===== src/rtl/mcp3202_spi_responder.sv =====
// SPI slave standing in for the MCP3202 ADC: decodes start/SGL/ODD/MSBF,
// latches a channel or clamped difference, and shifts null + result out on MISO.
module mcp3202_spi_responder #(
    parameter int SYNC_STAGES = 2
) (
    input  logic        clk,
    input  logic        rst_n,
    input  logic        sck,
    input  logic        cs,
    input  logic        mosi,
    input  logic [11:0] ch0_data,
    input  logic [11:0] ch1_data,
    output logic        miso,
    output logic        miso_oe,
    output logic        cfg_sgl,
    output logic        cfg_odd,
    output logic        cfg_msbf,
    output logic        frame_done,
    output logic        frame_abort,
    output logic [15:0] frame_cnt
);

    typedef enum logic [2:0] {
        S_IDLE, S_WAIT, S_CFG, S_NULL, S_MSB, S_LSB, S_DONE
    } state_t;

    state_t                 r_state;
    logic [SYNC_STAGES-1:0] r_sck_sync;
    logic [SYNC_STAGES-1:0] r_cs_sync;
    logic [SYNC_STAGES-1:0] r_mosi_sync;
    logic                   r_sck_d;
    logic                   r_armed;
    logic                   r_sgl;
    logic                   r_odd;
    logic [3:0]             r_cnt;
    logic [11:0]            r_sample;

    logic        w_sck;
    logic        w_cs;
    logic        w_mosi;
    logic        w_rise;
    logic        w_fall;
    logic [12:0] w_d01;
    logic [12:0] w_d10;
    logic [11:0] w_sample;

    assign w_sck  = r_sck_sync[SYNC_STAGES-1];
    assign w_cs   = r_cs_sync[SYNC_STAGES-1];
    assign w_mosi = r_mosi_sync[SYNC_STAGES-1];
    assign w_rise = w_sck & ~r_sck_d;
    assign w_fall = ~w_sck & r_sck_d;

    // cs chain resets low so a cs held low through reset never looks like a new frame
    always_ff @(posedge clk or negedge rst_n) begin
        if (!rst_n) begin
            r_sck_sync  <= '0;
            r_cs_sync   <= '0;
            r_mosi_sync <= '0;
            r_sck_d     <= 1'b0;
        end else begin
            r_sck_sync  <= {r_sck_sync[SYNC_STAGES-2:0], sck};
            r_cs_sync   <= {r_cs_sync[SYNC_STAGES-2:0], cs};
            r_mosi_sync <= {r_mosi_sync[SYNC_STAGES-2:0], mosi};
            r_sck_d     <= w_sck;
        end
    end

    // 13-bit differences: bit 12 set means negative, which clamps to zero
    assign w_d01 = {1'b0, ch0_data} - {1'b0, ch1_data};
    assign w_d10 = {1'b0, ch1_data} - {1'b0, ch0_data};

    always_comb begin
        w_sample = ch0_data;
        case ({r_sgl, r_odd})
            2'b11:   w_sample = ch1_data;
            2'b10:   w_sample = ch0_data;
            2'b00:   w_sample = w_d01[12] ? 12'h000 : w_d01[11:0];
            default: w_sample = w_d10[12] ? 12'h000 : w_d10[11:0];
        endcase
    end

    always_ff @(posedge clk or negedge rst_n) begin
        if (!rst_n) begin
            r_state     <= S_IDLE;
            r_armed     <= 1'b0;
            r_sgl       <= 1'b0;
            r_odd       <= 1'b0;
            r_cnt       <= '0;
            r_sample    <= '0;
            miso        <= 1'b0;
            miso_oe     <= 1'b0;
            cfg_sgl     <= 1'b0;
            cfg_odd     <= 1'b0;
            cfg_msbf    <= 1'b0;
            frame_done  <= 1'b0;
            frame_abort <= 1'b0;
            frame_cnt   <= '0;
        end else begin
            frame_done  <= 1'b0;
            frame_abort <= 1'b0;
            if (w_cs) r_armed <= 1'b1;

            if (r_state != S_IDLE && w_cs) begin
                r_state <= S_IDLE;
                miso    <= 1'b0;
                miso_oe <= 1'b0;
                if (r_state == S_DONE) begin
                    frame_done <= 1'b1;
                    frame_cnt  <= frame_cnt + 16'd1;
                end else if (r_state != S_WAIT) begin
                    frame_abort <= 1'b1;
                end
            end else begin
                case (r_state)
                    S_IDLE: begin
                        miso    <= 1'b0;
                        miso_oe <= 1'b0;
                        if (!w_cs && r_armed) r_state <= S_WAIT;
                    end
                    S_WAIT: begin
                        if (w_rise && w_mosi) begin
                            r_state <= S_CFG;
                            r_cnt   <= '0;
                        end
                    end
                    S_CFG: begin
                        if (w_rise) begin
                            r_cnt <= r_cnt + 4'd1;
                            case (r_cnt)
                                4'd0:    r_sgl <= w_mosi;
                                4'd1:    r_odd <= w_mosi;
                                default: begin
                                    cfg_sgl  <= r_sgl;
                                    cfg_odd  <= r_odd;
                                    cfg_msbf <= w_mosi;
                                    r_sample <= w_sample;
                                    r_state  <= S_NULL;
                                end
                            endcase
                        end
                    end
                    S_NULL: begin
                        if (w_fall) begin
                            miso_oe <= 1'b1;
                            miso    <= 1'b0;
                            r_cnt   <= 4'd11;
                            r_state <= S_MSB;
                        end
                    end
                    S_MSB: begin
                        if (w_fall) begin
                            miso <= r_sample[r_cnt];
                            if (r_cnt == 4'd0) begin
                                r_state <= cfg_msbf ? S_DONE : S_LSB;
                                r_cnt   <= 4'd1;
                            end else begin
                                r_cnt <= r_cnt - 4'd1;
                            end
                        end
                    end
                    S_LSB: begin
                        if (w_fall) begin
                            miso <= r_sample[r_cnt];
                            if (r_cnt == 4'd11) r_state <= S_DONE;
                            else                r_cnt   <= r_cnt + 4'd1;
                        end
                    end
                    S_DONE: begin
                        // last data bit holds through its low phase; the next fall parks MISO at 0
                        if (w_fall) miso <= 1'b0;
                    end
                    default: r_state <= S_IDLE;
                endcase
            end
        end
    end

endmodule


===== config.mk =====
export PLATFORM = sky130hd
export DESIGN_NAME = mcp3202_spi_responder
export DESIGN_NICKNAME = d
export VERILOG_FILES = /design/src/rtl/mcp3202_spi_responder.sv
export SDC_FILE = /design/constraint.sdc
export NUM_CORES = 1
export LEC_CHECK = 0
export CAP_MARGIN = 20
export CELL_PAD_IN_SITES_DETAIL_PLACEMENT = 1
export CELL_PAD_IN_SITES_GLOBAL_PLACEMENT = 2
export CORE_UTILIZATION = 39
export CTS_CLUSTER_DIAMETER = 150
export CTS_CLUSTER_SIZE = 14
export DETAILED_ROUTE_END_ITERATION = 12
export DONT_BUFFER_PORTS = 1
export PLACE_DENSITY_LB_ADDON = 0.1
export SYNTH_ARGS = -nofsm -noshare
export SYNTH_HDL_FRONTEND = slang
export SYNTH_SLANG_ARGS = --single-unit

===== constraint.sdc =====
create_clock -name clk -period 2.9 [get_ports clk]
set_input_delay 0.725 -clock clk [delete_from_list [all_inputs] [get_ports clk]]
set_output_delay 0.725 -clock clk [all_outputs]
set_load 0.03 [all_outputs]

# --- Word level (Yosys, flattened, before mapping) ---
# Index checks and enable logic that the tools add are counted.
totals:
  register_bits: 52
  inputBits: 29
  output_inout_bits: 23
  elab_cells: 118
op_classes:
  add_sub_neg: 5
  magnitude_cmp: 1
  n_eq_ne: 29
  muxes: 37
  n_bitwise: 6
  n_reduce_logical: 22
ops:
  columns: ["op", "count"]
  rows:
  - ["12-bit case mux with 3 select lines", 1]
  - ["3-bit 2-to-1 mux", 10]
  - ["4-bit 2-to-1 mux", 7]
  - ["3-bit inequality test (second input constant)", 9]
  - ["12-bit by 12-bit subtractor with 13-bit output", 2]
  - ["12-bit 2-to-1 mux", 2]
  - ["3-bit case mux with 7 select lines", 1]
  - ["4-bit case mux with 5 select lines", 1]
  - ["16-bit by 1-bit adder with 16-bit output (second input constant)", 1]
  - ["2-bit inequality test (second input constant)", 7]
  - ["4-bit AND reduction", 3]
  - ["1-bit 2-to-1 mux", 11]
  - ["10-bit AND reduction", 1]
  - ["3-bit == test (second input constant)", 3]
  - ["3-bit by 1-bit inequality test with 1-bit output (second input constant)", 3]
  - ["8-bit AND reduction", 1]
  - ["3-bit by 2-bit == test with 1-bit output (second input constant)", 2]
  - ["3-bit nonzero test", 2]
  - ["2-bit OR reduction", 3]
  - ["4-bit by 5-bit less-than comparator with 1-bit output (second input constant)", 1]
  - ["5-bit nonzero test", 1]
  - ["4-bit by 1-bit adder with 4-bit output (second input constant)", 1]
  - ["1-bit binary-select mux with 4-bit select", 1]
  - ["2-bit == test (second input constant)", 2]
  - ["other kinds (17)", 24]

# --- Depth between registers and ports, before layout ---
logic_depth:
  ltp_word: 6
  mapped_depth: 10
  depth_no_buf: 10

# --- Least setup slack after synthesis ---
# Ideal clock, no wire load.
synth_path:
  path_kind: "input -> register"
  startpoint: "input ch0_data[3]"
  endpoint: "register r_sample[11]"
  setup_ns: 0.141
  t_arrival_ns: 2.549
  required_time_ns: 2.759
  path_slack_ns: 0.210
  stages: 9
  path_buffers: 1
  cell_sequence: "inv_1 > ha_1 > buf_6 > a21o_1 > a221o_1 > a221o_1 > a31oi_1 > mux2i_1 > a31oi_1"
synth_between:
  elab_chain_len: 3
  elab_cells_between_ends: 5
  classes_between: "2 x add/sub; 3 x mux"
synth_rtl:
  columns: ["element", "line", "source"]
  rows:
  - ["start: declaration", "11", "input logic [11:0] ch0_data,"]
  - ["12-bit by 12-bit subtractor with 13-bit output, on equally long branches", "70, 69", null]
  - ["12-bit 2-to-1 mux, on equally long branches", "78, 77", null]
  - ["12-bit case mux with 3 select lines (*)", "74", "case ({r_sgl, r_odd})"]
  - ["end signal: assignment", "136", "r_sample <= w_sample;"]
  - ["end: declaration", "36", "logic [11:0] r_sample;"]
# Every way passes the cells marked *; elsewhere a longest branch is shown, timed or not.
# A chain may end at the register's enable or synchronous reset.

# --- Worst setup path in the final report ---
layout_path:
  startpoint: "input ch0_data[0]"
  endpoint: "register r_sample[5]"
# Same word-level chain as after synthesis.

==> results.py <==
metrics = {
    "placement": {
        "place_ws_ns": 0.04948,
        "placed_area_sq_mm": 0.004024,
        "gp_congestion": 0.7966,
        "dpl.cell_count": 567,
        "portBuffers": 0,
        "dp_hpwl_mm": 7.273,
    },
    "timing": {
        "min_period_over_period_pct": 86.92,
        "worst_pin_slew_ns": 0.5678,
        "setup_violations": 0,
        "drv_slew": 0,
        "fin_ws_ns": 0.3793,
        "fmax_ghz": 0.3967,
        "finalSetupTns_ns": 0,
        "finClkSkew_ns": 0.008561,
        "finalHoldViolCount": 0,
        "whs_ns": 0.09584,
        "relSlewSlack_pct": 61.85,
        "rsz0062_at_grt": "false",
        "period_needed_ns": 2.521,
    },
    "clock_network": {
        "tritoncts": "yes",
        "cts_hold_buf": 0,
        "insertion_delay_ns": 0.31,
        "cts_root_buf": "clkbuf_8",
        "cts.sinks": 52,
        "cts_buffer_depth": 2,
        "cts_buffers": 5,
        "post_cts_resized": 0,
        "ctsHtreeMaxLevel": 2,
        "cts_setup_buffers": 0,
        "path_clk_slew_ns": 0.10,
    },
    "worst_setup_path": {
        "critPathMaxStageDelay_ns": 0.39,
        "r2r-start": "r_cnt[1]",
        "required_ns": 3.09,
        "worstPathCellList": "inv_1, ha_1, inv_1, fa_1, a31o_1, a311oi_2, o31ai_1, buf_4, a222oi_1, a21oi_1",
        "rrSetupSlack_ns": 0.53,
        "worstSetupPathType": "in2reg",
        "r2r_end": "r_sample[6]",
        "cp-start-kind": "input pin",
        "crit_start": "ch0_data[0]",
        "critPathMostFrequentCell": "inv_1",
        "reg2reg_depth": 9,
        "crit_arrival_ns": 2.71,
        "crit_path_end_kind": "flip-flop",
        "critPathCapture": "r_sample[5]",
        "worstPathMaxFanout": 10,
        "slowest_stage": "fa_1",
    },
    "global_routing": {
        "use_met2_pct": 29.77,
        "use_met1_pct": 28.53,
        "antenna_found_initial": 0,
        "track_usage_pct": 19.19,
        "grt_overflow_total": 0,
        "busiest_layer": "met2",
        "grt_pass1_vias": 3162,
        "grt_max_degree": 53,
        "grt_pass1_wl_mm": 15.55,
        "grt_use_met3_pct": 3.175,
    },
    "yosys": {
        "synth.avg_cell_area_sq_um": 8.615,
        "syn-num-nets": 506,
        "synthArstFlopShare_pct": 100.0,
        "ys_types": 55,
        "synthFlopType": "dfrtp_1",
        "syn_inst": 446,
        "syn_area_sq_mm": 0.003842,
        "synth_warnings": 0,
        "seq_area_frac_synth_pct": 33.87,
        "synth_seq_cells": 52,
        "synth-edff-count": 0,
    },
    "drt": {
        "firstDrtPassIters": 4,
        "drt_iter0_drc": 85,
        "num_vias": 3129,
        "vias_per_cell": 5.442,
        "routed_wl_mm": 9.359,
        "routedWlPerCell_um": 16.28,
        "drc": 0,
        "drtAntennaViolNets": 0,
    },
    "cells_and_area": {
        "final_core_util_pct": 43.95,
        "drive_above_1_share_pct": 9.193,
        "multi_input_area_sq_mm": 0.002298,
        "fillCellCount": 1174,
        "fin_nets": 505,
        "diodes": 0,
        "final_cells": 575,
        "regArea_sq_mm": 0.001301,
        "post-route-cell-area_sq_mm": 0.004119,
        "area_growth_pct": 7.196,
    },
    "job": {
        "max-cap-violations": 0,
    },
    "run_status": {
        "outcome": "completed",
    },
    "floorplan": {
        "coreArea_sq_mm": 0.009371,
        "rows": 35,
        "die_y_um": 101.3,
        "die-area_sq_mm": 0.01025,
        "initial_core_util_pct": 41.00,
        "die_w_um": 101.3,
        "ios": 52,
    },
    "power": {
        "power.density_mw_per_mm2": 597.0,
        "p_total_mw": 2.459,
        "ir_drop_mv": 0.2496,
        "p_leak_nw": 1.817,
    },
    "min_path": {
        "hold_class": "in2async",
    },
}
## cells in the mapped netlist, types with 2 or more instances
library cell / instances / area (sq um)
mux2_2: 6 / 67.56
nand2b_1: 5 / 31.28
and3_1: 4 / 25.02
a22oi_1: 7 / 52.55
xnor2_1: 21 / 183.9
a221o_1: 3 / 30.03
a22o_1: 3 / 26.28
o21bai_1: 2 / 15.01
mux4_2: 3 / 67.56
nand2_1: 47 / 176.4
o21ai_0: 23 / 115.1
a221oi_1: 2 / 17.52
fa_1: 2 / 40.04
a21oi_1: 33 / 165.2
ha_1: 29 / 362.9
mux2i_1: 3 / 30.03
or3_1: 2 / 12.51
xor2_1: 12 / 105.1
nor3_1: 8 / 40.04
nand4_1: 4 / 25.02
dfrtp_1: 52 / 1301
a222oi_1: 3 / 30.03
a21o_1: 8 / 60.06
nand3_1: 8 / 40.04
a31oi_1: 16 / 100.1
nor2b_1: 6 / 37.54
buf_2: 8 / 40.04
o21ai_1: 2 / 10.01
inv_1: 34 / 127.6
nand3b_1: 2 / 15.01
o22ai_1: 2 / 12.51
nor2_1: 42 / 157.7
and2_1: 4 / 25.02
a2bb2oi_1: 2 / 17.52
o31ai_1: 2 / 15.01
clkbuf_1: 17 / 63.81
## layer usage
layer	vias up	wire length, um
li1	1549	-
met1	1528	4787
met2	48	4187
met3	4	346
met4	0	37
met5	-	0
## placed cells by master, fill, tap and decap left out, drive strengths merged, types with 7 or more instances in the layout
cell and instances:
ha 29, nand3 8, a21o 8, nor2 42, xor2 12, nand2 47, buf 18, a21oi 33
a31oi 16, nor3 8, a22oi 7, xnor2 21, o21ai 25, inv 35, dfrtp 52
## registers in the layout, summed over array words and instances, names as in the netlist, 2 cells and up
| register | count |
|---|---|
| r_cs_sync | 2 |
| r_sck_sync | 2 |
| r_sample | 12 |
| r_cnt | 4 |
| r_state | 3 |
| frame_cnt | 16 |
| r_mosi_sync | 2 |
## where the power goes
group / total, mW / internal (mW) / switching, mW
clock network: 0.443 / 0.176 / 0.267
registers: 1.05 / 0.850 / 0.200
logic: 0.966 / 0.437 / 0.530
## how the worst min path moves through the flow
stage / start / endpoint / slack [ns] / cells after the start
floorplan: r_cs_sync[0] / r_cs_sync[1] / 0.33 / 0
global placement: r_cs_sync[0] / r_cs_sync[1] / 0.33 / 0
detailed placement: r_cs_sync[0] / r_cs_sync[1] / 0.34 / 0
CTS: rst_n / r_cs_sync[0] / 0.08 / 0
global route: rst_n / r_sample[0] / 0.07 / 0
finish: rst_n / r_sample[3] / 0.1 / 0
## cells by family after synthesis
kind of cell	count (synthesis)	synth area share, %
buffers and inverters	60	6.317
DFF	52	33.87
adders and majority gates	31	10.49
muxes	12	4.298
xor gates and xnor gates	33	7.522
AOI/OAI and AO/OA	123	20.94
and+or+nand+nor	135	16.57
## layout make-up
cell class	count	share of cell area (%)
timing repair buffer	18	3.281
clock inverter	3	0.6379
multi-input combinational	334	55.80
sequential	52	31.59
clock buffer	5	1.671
tap	129	3.919
inverter	34	3.098
## critical path, delay by kind of cell
family	cells	cell delay (ns)
fa+ha+maj	2	0.53
buf+inv	3	0.30
compound gates	5	1.16
Note: power is estimated with default switching activity, not from simulation.
